<file path="src/rtl/igmp_pkg.sv">
// Shared IGMP constants, slot-state encoding and the response-delay helpers
// used by the report scheduler and its arbiter.
package igmp_pkg;

   localparam logic [7:0] IGMP_TYPE_QUERY     = 8'h11;
   localparam logic [7:0] IGMP_TYPE_V2_REPORT = 8'h16;
   localparam logic [7:0] IGMP_TYPE_LEAVE     = 8'h17;

   // Right-shifting Galois form of x^8+x^6+x^5+x^4+1.
   localparam logic [7:0] LFSR_POLY = 8'hB8;

   typedef enum logic [1:0] {
      SLOT_FREE    = 2'd0,
      SLOT_MEMBER  = 2'd1,
      SLOT_DELAY   = 2'd2,
      SLOT_PENDING = 2'd3
   } slot_state_t;

   function automatic logic [7:0] lfsr_step(input logic [7:0] v);
      return v[0] ? ((v >> 1) ^ LFSR_POLY) : (v >> 1);
   endfunction

   // d = lfsr * (mrc_e + 1) >> 8, with mrc_e clamped to 127, so d <= mrc_e.
   function automatic logic [6:0] resp_delay(input logic [7:0] lfsr,
                                             input logic [7:0] mrc);
      logic [7:0]  mrc_p1;
      logic [15:0] prod;
      mrc_p1 = mrc[7] ? 8'd128 : ({1'b0, mrc[6:0]} + 8'd1);
      prod   = {8'h00, lfsr} * {8'h00, mrc_p1};
      return 7'(prod >> 8);
   endfunction

endpackage

</file>
<file path="src/rtl/igmp_rr_arbiter.sv">
// Round-robin arbiter: one-hot grant starting at the slot after the last
// accepted one; remembers which slot owns the presented message.
module igmp_rr_arbiter #(
   parameter int N = 4
) (
   input  logic         clk,
   input  logic         rst,
   input  logic [N-1:0] req,
   input  logic         take,
   input  logic         accept,
   output logic [N-1:0] grant,
   output logic [N-1:0] owner
);

   localparam int PTR_W = (N > 1) ? $clog2(N) : 1;

   logic [PTR_W-1:0] ptr;
   logic [PTR_W-1:0] ptr_next;
   logic             found;

   // NOTE: every output of a combinational block gets a default first, so no
   // path leaves it unassigned and no latch is inferred.
   always_comb begin
      grant = '0;
      found = 1'b0;
      for (int i = 0; i < N; i++) begin
         if (!found && req[i] && (PTR_W'(i) >= ptr)) begin
            grant[i] = 1'b1;
            found    = 1'b1;
         end
      end
      for (int i = 0; i < N; i++) begin
         if (!found && req[i]) begin
            grant[i] = 1'b1;
            found    = 1'b1;
         end
      end
   end

   always_comb begin
      ptr_next = ptr;
      for (int i = 0; i < N; i++) begin
         if (owner[i]) ptr_next = (i == N - 1) ? '0 : PTR_W'(i + 1);
      end
   end

   // NOTE: clocked state uses non-blocking assignments so every register
   // samples the pre-edge values regardless of statement order.
   always_ff @(posedge clk or posedge rst) begin
      if (rst) begin
         ptr   <= '0;
         owner <= '0;
      end else begin
         if (take)   owner <= grant;
         if (accept) ptr   <= ptr_next;
      end
   end

endmodule

</file>
<file path="src/rtl/igmp_report_scheduler.sv">
// Per-group IGMP host state (join/leave/query/timer) with a round-robin
// scheduled single-message output towards the transmit builder.
module igmp_report_scheduler
   import igmp_pkg::*;
#(
   parameter int         NUM_GROUPS = 4,
   parameter logic [7:0] LFSR_SEED  = 8'hA5
) (
   input  logic                  clk,
   input  logic                  rst,
   input  logic                  tick,
   input  logic                  cfg_valid,
   input  logic                  cfg_join,
   input  logic [31:0]           cfg_group,
   output logic                  cfg_err,
   input  logic                  q_valid,
   input  logic [7:0]            q_mrc,
   input  logic [31:0]           q_group,
   output logic                  rpt_valid,
   input  logic                  rpt_ready,
   output logic [7:0]            rpt_type,
   output logic [31:0]           rpt_group,
   output logic [NUM_GROUPS-1:0] active_map
);

   slot_state_t state_q [NUM_GROUPS];
   slot_state_t state_d [NUM_GROUPS];
   logic [31:0] grp_q   [NUM_GROUPS];
   logic [31:0] grp_d   [NUM_GROUPS];
   logic [6:0]  cnt_q   [NUM_GROUPS];
   logic [6:0]  cnt_d   [NUM_GROUPS];
   logic [7:0]  mtype_q [NUM_GROUPS];
   logic [7:0]  mtype_d [NUM_GROUPS];

   logic [7:0]            lfsr;
   logic [6:0]            q_delay;
   logic [NUM_GROUPS-1:0] cfg_match, first_free, q_hit, req, grant, owner;
   logic                  ff_found, join_ok, leave_ok, take, accept;
   logic [7:0]            sel_type;
   logic [31:0]           sel_group;

   assign q_delay = resp_delay(lfsr, q_mrc);
   assign take    = !rpt_valid && (|req);
   assign accept  = rpt_valid && rpt_ready;

   // Command and query decode against the current slot table.
   always_comb begin
      cfg_match  = '0;
      first_free = '0;
      q_hit      = '0;
      ff_found   = 1'b0;
      for (int i = 0; i < NUM_GROUPS; i++) begin
         cfg_match[i] = (state_q[i] != SLOT_FREE) && (grp_q[i] == cfg_group);
         q_hit[i]     = q_valid &&
                        ((state_q[i] == SLOT_MEMBER) || (state_q[i] == SLOT_DELAY)) &&
                        ((q_group == 32'h0) || (grp_q[i] == q_group));
         if (!ff_found && (state_q[i] == SLOT_FREE)) begin
            first_free[i] = 1'b1;
            ff_found      = 1'b1;
         end
      end
      join_ok  = cfg_valid && cfg_join && (cfg_match == '0) && ff_found;
      leave_ok = cfg_valid && !cfg_join && (|cfg_match);
   end

   // Per-slot next state; priority cfg > handshake > query > tick.
   always_comb begin
      for (int i = 0; i < NUM_GROUPS; i++) begin
         state_d[i] = state_q[i];
         grp_d[i]   = grp_q[i];
         cnt_d[i]   = cnt_q[i];
         mtype_d[i] = mtype_q[i];
         if ((join_ok && first_free[i]) || (leave_ok && cfg_match[i])) begin
            state_d[i] = SLOT_PENDING;
            mtype_d[i] = join_ok ? IGMP_TYPE_V2_REPORT : IGMP_TYPE_LEAVE;
            if (join_ok) begin
               grp_d[i] = cfg_group;
               cnt_d[i] = '0;
            end
         end else if (accept && owner[i]) begin
            // A leave that arrived while a report was presented stays queued.
            if (mtype_q[i] == IGMP_TYPE_V2_REPORT) begin
               state_d[i] = SLOT_MEMBER;
            end else if (rpt_type == IGMP_TYPE_LEAVE) begin
               state_d[i] = SLOT_FREE;
               grp_d[i]   = '0;
            end
         end else if (q_hit[i]) begin
            if (q_delay == 7'd0) begin
               state_d[i] = SLOT_PENDING;
               mtype_d[i] = IGMP_TYPE_V2_REPORT;
            end else if ((state_q[i] == SLOT_MEMBER) || (q_delay < cnt_q[i])) begin
               state_d[i] = SLOT_DELAY;
               cnt_d[i]   = q_delay;
            end
         end else if (tick && (state_q[i] == SLOT_DELAY)) begin
            if (cnt_q[i] == 7'd1) begin
               state_d[i] = SLOT_PENDING;
               mtype_d[i] = IGMP_TYPE_V2_REPORT;
            end else begin
               cnt_d[i] = cnt_q[i] - 7'd1;
            end
         end
      end
   end

   // NOTE: the slot table is small and must be discarded by reset, so it
   // lives in flops with a reset rather than in an unreset RAM.
   always_ff @(posedge clk or posedge rst) begin
      if (rst) begin
         for (int i = 0; i < NUM_GROUPS; i++) begin
            state_q[i] <= SLOT_FREE;
            grp_q[i]   <= '0;
            cnt_q[i]   <= '0;
            mtype_q[i] <= '0;
         end
      end else begin
         for (int i = 0; i < NUM_GROUPS; i++) begin
            state_q[i] <= state_d[i];
            grp_q[i]   <= grp_d[i];
            cnt_q[i]   <= cnt_d[i];
            mtype_q[i] <= mtype_d[i];
         end
      end
   end

   always_comb begin
      req        = '0;
      active_map = '0;
      sel_type   = '0;
      sel_group  = '0;
      for (int i = 0; i < NUM_GROUPS; i++) begin
         req[i]        = (state_q[i] == SLOT_PENDING) && !(rpt_valid && owner[i]);
         active_map[i] = (state_q[i] != SLOT_FREE);
         if (grant[i]) begin
            sel_type  = sel_type | mtype_q[i];
            sel_group = sel_group | grp_q[i];
         end
      end
   end

   igmp_rr_arbiter #(.N(NUM_GROUPS)) u_arb (
      .clk    (clk),
      .rst    (rst),
      .req    (req),
      .take   (take),
      .accept (accept),
      .grant  (grant),
      .owner  (owner)
   );

   // Message register only reloads once the previous message is gone.
   always_ff @(posedge clk or posedge rst) begin
      if (rst) begin
         lfsr      <= LFSR_SEED;
         cfg_err   <= 1'b0;
         rpt_valid <= 1'b0;
         rpt_type  <= '0;
         rpt_group <= '0;
      end else begin
         lfsr    <= lfsr_step(lfsr);
         cfg_err <= cfg_valid && !(join_ok || leave_ok);
         if (take) begin
            rpt_valid <= 1'b1;
            rpt_type  <= sel_type;
            rpt_group <= sel_group;
         end else if (accept) begin
            rpt_valid <= 1'b0;
         end
      end
   end

endmodule

</file>
<file path="config.mk">
export PLATFORM = sky130hd
export DESIGN_NAME = igmp_report_scheduler
export DESIGN_NICKNAME = d
export VERILOG_FILES = /design/src/rtl/igmp_pkg.sv /design/src/rtl/igmp_rr_arbiter.sv /design/src/rtl/igmp_report_scheduler.sv
export SDC_FILE = /design/constraint.sdc
export NUM_CORES = 1
export LEC_CHECK = 0
export ABC_AREA = 0
export ABC_CLOCK_PERIOD_IN_PS = 19000
export CAP_MARGIN = 0
export CELL_PAD_IN_SITES_DETAIL_PLACEMENT = 0
export CELL_PAD_IN_SITES_GLOBAL_PLACEMENT = 1
export CORE_MARGIN = 10
export CORE_UTILIZATION = 45
export DETAILED_ROUTE_END_ITERATION = 8
export DONT_BUFFER_PORTS = 1
export PLACE_DENSITY = 0.76
export SKIP_LAST_GASP = 1
export SYNTH_ARGS = -nofsm -noshare
export SYNTH_HDL_FRONTEND = slang
export SYNTH_SLANG_ARGS = --single-unit
</file>
<file path="constraint.sdc">
create_clock -name clk -period 19 [get_ports clk]
set_input_delay 4.75 -clock clk [delete_from_list [all_inputs] [get_ports clk]]
set_output_delay 4.75 -clock clk [all_outputs]
set_load 0.01 [all_outputs]
</file>
==> results of run 1 <==
## worst max-delay path, cell delays in order
cell	delay [ns]
ha_1	0.16
and3_1	0.21
nand3_1	0.11
xor2_1	0.15
nor2_1	0.44
nand2_1	0.15
fa_1	0.50
fa_1	0.52
fa_1	0.43
fa_1	0.48
inv_1	0.04
ha_1	0.36
a211o_1	0.29
a211oi_1	0.42
a21oi_2	0.19
a31oi_1	0.23
xor2_1	0.57
inv_1	0.25
ha_1	0.35
a211o_1	0.28
nor3_1	0.26
o2bb2ai_1	0.16
a31oi_1	0.08
or3_1	0.36
or3_4	0.39
a311oi_1	0.28
o22ai_1	0.11
## worst paths after layout
path | to | cells after the start | slack [ns]
worst min register to register | lfsr[6] | 0 | 0.46
worst max-delay path | cnt_q[0] | 27 | 6.91
min in group asynchronous | lfsr[3] | 1 | 4.08
worst min-delay path | lfsr[6] | 0 | 0.46
worst max register to register | cnt_q[0] | 22 | 11.53
max in group asynchronous | grp_q[40] | 2 | 13.49
## synth_stat cells (5+ instances only)
cell / number / area, sq um
nand2_1: 117 / 439
o31ai_1: 7 / 52.6
buf_2: 38 / 190
xnor2_1: 154 / 1350
o221ai_1: 5 / 43.8
a222oi_1: 34 / 340
o21ai_0: 21 / 105
xor2_1: 120 / 1050
mux2i_1: 9 / 90.1
inv_1: 101 / 379
a21o_1: 10 / 75.1
nor2_1: 81 / 304
dfrtp_1: 218 / 5460
nand2b_1: 6 / 37.5
a22o_1: 130 / 1140
nor3b_1: 5 / 37.5
o21a_1: 6 / 45.0
a311oi_1: 5 / 43.8
a21oi_1: 46 / 230
a211o_1: 7 / 61.3
a31oi_1: 56 / 350
nand3_1: 27 / 135
nor4_1: 53 / 332
buf_6: 5 / 56.3
clkbuf_1: 91 / 342
and2_2: 6 / 45.0
fa_1: 34 / 681
buf_4: 6 / 45.0
nand4_1: 48 / 300
ha_1: 80 / 1000
and2_1: 32 / 200
o211ai_1: 7 / 52.6
and3_1: 11 / 68.8
nor3_1: 25 / 125
o22ai_1: 14 / 87.6
a211oi_1: 6 / 45.0
## registers in the layout, indices dropped and copies added, names as in the netlist
name and cells:
rpt_valid 1, state_q 8, cfg_err 1, mtype_q 8
u_arb.owner 4, lfsr 8, cnt_q 28, rpt_group 32
u_arb.ptr 2, rpt_type 2, grp_q 128
## per-layer routing
layer	share of wire, %	vias up	GRT usage (%)
li1	-	5935	-
met1	39	6740	30.4
met2	49	553	42.3
met3	7.8	134	5.66
met4	4.6	0	10.8
met5	0	-	0
## stage by stage
stage	hold WS (ns)	total power [mW]	instance area, sq um	instances	setup slack (ns)
6_report	0.460	2.58	17200	2090	6.91
5_1_grt	0.473	2.72	17200	2090	6.38
4_1_cts	0.460	2.57	17200	2090	6.92
3_5_place_dp	0.450	2.05	16300	2045	6.35
3_3_place_gp	0.449	2.04	16300	2045	6.73
2_1_floorplan	0.360	1.67	16200	1707	7.36
## where the power goes
part           internal (mW)  total, mW  switching (mW)
sequential             0.679       1.01           0.327
clock                  0.293      0.516           0.223
combinational          0.458       1.06           0.601
## cells by family after synthesis
logic type,share of synthesized area [%]
AOI/OAI and AO/OA,18.9
xor gates and xnor gates,14.9
adders and majority gates,10.4
buffers and inverters,6.31
DFF,34.4
muxes,0.836
other,0.0232
and+or+nand+nor,14.2
## cell type report
cell class | count | share of cell area, %
clock buffer | 34 | 4.37
clock inverter | 11 | 0.633
inverter | 102 | 2.27
multi-input combinational | 1242 | 56.3
sequential | 222 | 32.3
tap | 461 | 3.35
timing repair buffer | 18 | 0.785
==> flow_summary.toml, run 1 <==
[logic_synthesis]
synth_cell_types = 81
postSynthAreaPerCell_sq_um = 9.49
synthArstFlopShare_pct = 100
ys_seq_area_share_pct = 34.4
synth_top_flop_cell = "dfrtp_1"
synth_edf_count = 0
synthCells = 1704
syn_area_sq_um = 16200
ys_warn_count = 0
ys_ff_latch = 222

[floorplan]
fp.dieW_um = 210
dieHeight_um = 210
rows = 69
initial_utilization_pct = 45.6
io_pins = 125
core_sq_um = 35500
die_area_sq_um = 43900

[status]
status = "finished clean"

[detailed_routing]
viasPerCell = 6.39
route.detailed.drc = 0
wire_per_inst_um = 27.2
antenna_left = 0
dr.pass1.iters = 7
totalWireLength_mm = 56.8
drt-initial-drc-count = 1285
vias = 13400

[power]
power_leakage_nw = 7.51
cellPowerDensity_nw_per_um2 = 150
ir_drop_mv = 0.106

[sta]
slew_violations = 0
worstMarginPinSlew_ns = 1.09
min_period_ns = 12.09
grt_setup_unrepaired = "no"
setup-tns-final_ns = 0
layout_worst_path_cycle_share_pct = 63.6
maxSlewHeadroom_pct = 27.5
clock-skew-final_ns = 0.0105
hold_violations = 0
fmax_mhz = 82.7
setup_viol = 0

[setup_path]
path_max_fanout = 8
arrival_ns = 12.51
required_ns = 19.42
rr_startpoint = "lfsr[7]"
startpoint = "q_mrc[0]"
endpoint_kind = "flip-flop"
crit_type = "in2reg"
cp-start-kind = "input port"

[grt]
grt_usage_pct = 25.2
grt_max_degree = 80
grt_pass1_vias = 13400
grt_antenna_before_repair = 0
grt_pass1_wl_mm = 85.8
grt_overflow = 0

[clocking]
htreeDepth = 1
cts_made_buffers = 27
cts_resized = 0
cts_tree = "yes"
root_buffer = "clkbuf_16"
insertion_delay_ns = 0.57
cts_setup_buffers = 0
clockBufferDepth = 3
holdBufCountCts = 0
cts.sink_count = 222
path_clk_slew_ns = 0.07

[placement]
gp_congestion = 1.04
post-dp-hpwl_mm = 42.7
port_buffers = 0

[finish]
final_layout_size_suffix_gt1_share_pct = 6.81
final_common_cell = "dfrtp_1"
fin_nets = 1806
register_area_sq_um = 5560
area_growth_pct = 6.42
nFillCells = 3378
final_cell_mix = "218 x dfrtp_1, 154 x xnor2_1, 130 x a22o_1"
diodes = 0
multi_input_area_sq_um = 9680
fin_util_pct = 48.5

[flow_run]
cap_violations = 0

[worst_hold_path]
min_path_type = "reg2reg"
min_from = "lfsr[7]"
Note: power is estimated with default switching activity, not from simulation.
==> run 2, diff against run 1 <==
- ABC_CLOCK_PERIOD_IN_PS: 19000 -> 10100
- PLACE_DENSITY: 0.76 -> 0.79
- clock period: 19 -> 10.1 ns (I/O delays scaled with it)
==> run 2 against run 1 <==
Combinational power is 92% higher. Setup slack worse by 6.2 ns. Register-to-register slack worse by 8.5 ns. Die area stayed put. Largest cell class unchanged. Clock skew is 0.0051 ns higher. Sequential power is 86% higher. Final area is 0.73% higher.
==> flow_summary.toml, run 2 (synthesis gave the netlist of run 1 again) <==
[setup_path]
crit_type = "in2reg"
rr_startpoint = "lfsr[7]"
required_ns = 10.52
r2r_slack_ns = 3.04
cp-start-kind = "input port"
arrival_ns = 9.80
reg2reg_depth = 22
path_max_fanout = 8
reg2reg_to = "cnt_q[0]"
endpoint_kind = "flip-flop"

[grt]
grt_pass1_vias = 13200
grt_pass1_wl_mm = 87.2
grt_antenna_before_repair = 1
grt_max_degree = 111
grt_usage_pct = 25.8
grt_overflow = 0

[floorplan]
fp.dieW_um = 210
initial_utilization_pct = 45.6
die_area_sq_um = 43900
io_pins = 125
rows = 69
core_sq_um = 35500
dieHeight_um = 210

[detailed_routing]
dr.pass1.iters = 9
wire_per_inst_um = 27.9
drt-initial-drc-count = 1232
route.detailed.drc = 0
vias = 13300
viasPerCell = 6.34
totalWireLength_mm = 58.5
antenna_left = 0

[sta]
hold_violations = 0
layout_worst_path_cycle_share_pct = 92.9
setup-tns-final_ns = 0
maxSlewHeadroom_pct = 21.5
slew_violations = 0
fin_ws_ns = 0.716
worstMarginPinSlew_ns = 1.18
fmax_mhz = 107
clock-skew-final_ns = 0.0156
setup_viol = 0
min_period_ns = 9.38
grt_setup_unrepaired = "no"

[finish]
top_regs = "grp_q: 128 flops, rpt_group: 32 flops, cnt_q: 28 flops"
largest_reg_flops = 128
final_cell_mix = "218 x dfrtp_1, 154 x xnor2_1, 130 x a22o_1"
fin_nets = 1812
area_growth_pct = 7.20
postLayoutCellArea_sq_um = 17300
regMostFlops = "grp_q"
final_layout_size_suffix_gt1_share_pct = 7.44
diodes = 0
final_common_cell = "dfrtp_1"
fin_util_pct = 48.8
fin_cells = 2100

[placement]
port_buffers = 0
post-dp-hpwl_mm = 44.2
place_ws_ns = 0.225
dp.cells = 2051
post_dp_cell_area_sq_um = 16400
gp_congestion = 1.04

[clocking]
cts_made_buffers = 27
root_buffer = "clkbuf_16"
htreeDepth = 1
cts_resized = 0
clockBufferDepth = 3
path_clk_slew_ns = 0.06
cts.sink_count = 222
insertion_delay_ns = 0.56
holdBufCountCts = 0
cts_setup_buffers = 0
cts_tree = "yes"

[power]
power_leakage_nw = 7.59
ir_drop_mv = 0.179
cellPowerDensity_nw_per_um2 = 286

[worst_hold_path]
min_to = "lfsr[7]"
min_path_type = "reg2reg"
worstHoldPathCells = 0
min_from = "lfsr[0]"

[status]
status = "finished clean"

[flow_run]
cap_violations = 0
-- run 2: cell types whose count changed in the layout (fill, tap and decap cells not counted), sizes merged --
cell / change
buf: +6
bufinv: +3
clkinv: +3
clkbuf: -2
clkinvlp: -1
inv: +1
-- run 2: worst max-delay path by stage --
stage	slack, ns	endpoint	startpoint
5_1_grt	0.38	cnt_q[0]	q_mrc[0]
2_1_floorplan	0.69	cnt_q[0]	q_mrc[0]
6_report	0.72	cnt_q[0]	q_mrc[0]
4_1_cts	0.78	cnt_q[0]	q_mrc[0]
3_3_place_gp	0.36	cnt_q[0]	q_mrc[0]
3_5_place_dp	0.23	cnt_q[0]	q_mrc[0]
-- run 2: power breakdown --
part	total, mW	switching [mW]	internal [mW]
logic	2.04	1.18	0.864
registers	1.88	0.604	1.28
clock network	1.04	0.414	0.623
total	4.96	2.20	2.77
-- run 2: per-stage QoR --
| stage | power [mW] | hold slack, ns |
|---|---|---|
| floorplan | 3.15 | 0.360 |
| global placement | 3.87 | 0.441 |
| detailed placement | 3.89 | 0.442 |
| CTS | 4.94 | 0.451 |
| global route | 5.21 | 0.462 |
| finish | 4.96 | 0.447 |
-- run 2: critical path, stage by stage --
cell and delay [ns]:
ha_1 0.20, and3_1 0.21, xnor2_1 0.12, nor2_1 0.43, nand2_1 0.14, fa_1 0.48, fa_1 0.57, fa_1 0.43
fa_1 0.49, inv_1 0.04, ha_1 0.35, a211o_1 0.29, a211oi_1 0.46, a21oi_2 0.20, a31oi_1 0.23, xor2_1 0.23
inv_1 0.15, ha_1 0.32, a211o_1 0.28, nor3_1 0.24, o2bb2ai_1 0.15, a31oi_1 0.07, or3_1 0.36, or3_4 0.39
a311oi_1 0.30, o22ai_1 0.11
-- run 2: layout make-up --
type,count,area (sq um)
clock buffers,32,734
repair buffers,24,180
inverters,102,390
flip-flops and latches,222,5560
multi-input cells,1242,9680
well taps,461,577
clock inverters,17,208
fillers,3311,18200
-- run 2: per-layer routing --
layer  part of all wire (%)  routed length, um  track usage [%]  vias to the layer above
met2                     50              29200             44.9                      527
met4                    3.9               2290             10.1                        0
li1                       -                  -                -                     5954
met3                    6.9               4010             4.63                      119
met5                      0                  0                0                        -
met1                     39              23000             31.0                     6722
==> RTL edit (flow settings as in run 2) <==
Change the parameter `NUM_GROUPS` from 4 to 8.
--- a/src/rtl/igmp_report_scheduler.sv
+++ b/src/rtl/igmp_report_scheduler.sv
@@ -4,5 +4,5 @@
    import igmp_pkg::*;
 #(
-   parameter int         NUM_GROUPS = 4,
+   parameter int         NUM_GROUPS = 8,
    parameter logic [7:0] LFSR_SEED  = 8'hA5
 ) (
Ports: changed (resized active_map); port bits go from 125 to 129. No check against the original RTL was run, so the function may have changed too.
==> RTL edit against run 2 <==
- non-clock buffer count up 43
- setup slack worse by 0.031 ns
- cell area up 87%
- die area up 75%
- total power up 72%
- sequential cell count up 177
- area after synthesis up 84%
- synthesized cell count up 86%
- clock skew up 0.023 ns
- fmax down 0.33%
- highest routed layer is now met5
- largest cell class unchanged
- wire length rose to 2.6 times the old value
==> RTL edit: results (changes against run 2) <==
placed_design:
  placed_area_mm2: 0.0305  # +86%
  port_buffers: 0  # unchanged
  post-place-ws_ns: 0.145  # -0.0803 ns
  dp_hpwl_um: 110000  # +150%
  placed_cells: 3849  # +88%
  place.gp.congestion: 1.07  # +2.6%
logic_synthesis:
  synth.yosys.seq_area_share_pct: 33.6  # -0.84 points
  synth-warning-count: 0  # unchanged
  synth_commonest_cells: "xor2_1 (484), dfrtp_1 (395), a22o_1 (259)"
  synthMuxAreaShare_pct: 0.706  # -0.13 points
  synthAdderAreaFrac_pct: 7.67  # -2.7 points
  synth.distinct_cells: 91  # +12%
  synth_compound_area_share_pct: 22.8  # +3.9 points
  synth_cells: 3176  # +86%
  yosys-top-cells-area: "dfrtp_1 (33%), xor2_1 (14%), a22o_1 (7.6%), ha_1 (5.4%), a221o_1 (3.5%)"
critical_path:
  cp_top_family: "adder cells"
  crit_end: "cnt_q[26]"
  rrSetupSlack_ns: 2.84  # -0.20 ns
  r2r.worst_path.cells: 24  # +9.1%
  crit_fanout: 14  # +6
  critPathSlowestCell: "inv_1"
  worstPathArrival_ns: 9.91  # +0.11 ns
  crit_path_max_incr_delay_ns: 0.54  # -0.03 ns
  r2r_start: "lfsr[2]"
global_route:
  grt_util_met1_pct: 43.9  # +13 points
  antenna_found_initial: 13  # +12
  grt_usage_pct: 38.4  # +13 points
  grt_first_pass_wirelength_um: 214000  # +150%
  use_met2_pct: 61.8  # +17 points
  met3_usage_pct: 12.0  # +7.4 points
  grt_pass1_vias: 27200  # +110%
  grt_max_degree: 152  # +37%
final_layout:
  fin_nets: 3278  # +81%
  largest_registers: "grp_q: 256 flops, cnt_q: 56 flops, rpt_group: 32 flops"
  layout.cells.non_filler: 3941  # +88%
  drive_gt1_share_pct: 7.38  # -0.059 points
sta:
  worstMarginPinSlew_ns: 1.46  # +0.281 ns
  fmax_mhz: 106  # -0.33%
  fin_worst_skew_ns: 0.0384  # +0.0228 ns
detailed_routing:
  wire_per_inst_um: 39.0  # +40%
  dr_wl_met2_um: 69400  # +140%
  viasPerCell: 7.14  # +13%
  dr_wl_met3_um: 17000  # +320%
  ant_nets: 0  # unchanged
  met1_length_um: 55100  # +140%
  top_layer: "met5"
  dr.pass1.iters: 8  # -1
  drt_iter0_drc: 4151  # +240%
pwr:
  p_leak_nw: 15.2  # +100%
  power.share.switching_pct: 46.1  # +1.8 points
  seqPwrFrac_pct: 36.5  # -1.4 points
  share_comb_of_total_power_pct: 40.1  # -1.1 points
  peakVddDrop_uv: 184  # +2.7%
  p_int_mw: 4.59  # +66%
outcome:
  status: "finished, final reports clean"
clock_tree:
  clk_latency_ns: 0.62  # +0.06 ns
  clock_path_buffers: 3  # unchanged
  htreeDepth: 2  # +1
  numCtsBuffers: 50  # +85%
[RTL edit: how the worst min path moves through the flow]
| stage | startpoint | to | slack (ns) | cells after the start |
|---|---|---|---|---|
| final | lfsr[0] | lfsr[7] | 0.48 | 0 |
| after global routing | lfsr[7] | lfsr[6] | 0.49 | 0 |
| after CTS | lfsr[7] | lfsr[6] | 0.48 | 0 |
| after detailed placement | lfsr[7] | lfsr[6] | 0.47 | 0 |
| after global placement | lfsr[2] | lfsr[1] | 0.46 | 0 |
| after floorplan | lfsr[1] | lfsr[0] | 0.35 | 0 |
[RTL edit: final cells by class]
class / count / area [um^2]
Sequential cell: 399 / 9990
Antenna cell: 3 / 7.51
Tap cell: 864 / 1080
Fill cell: 6117 / 33300
Clock buffer: 67 / 1460
Timing Repair Buffer: 67 / 528
Inverter: 153 / 578
Multi-Input combinational cell: 2366 / 18400
Clock inverter: 22 / 335
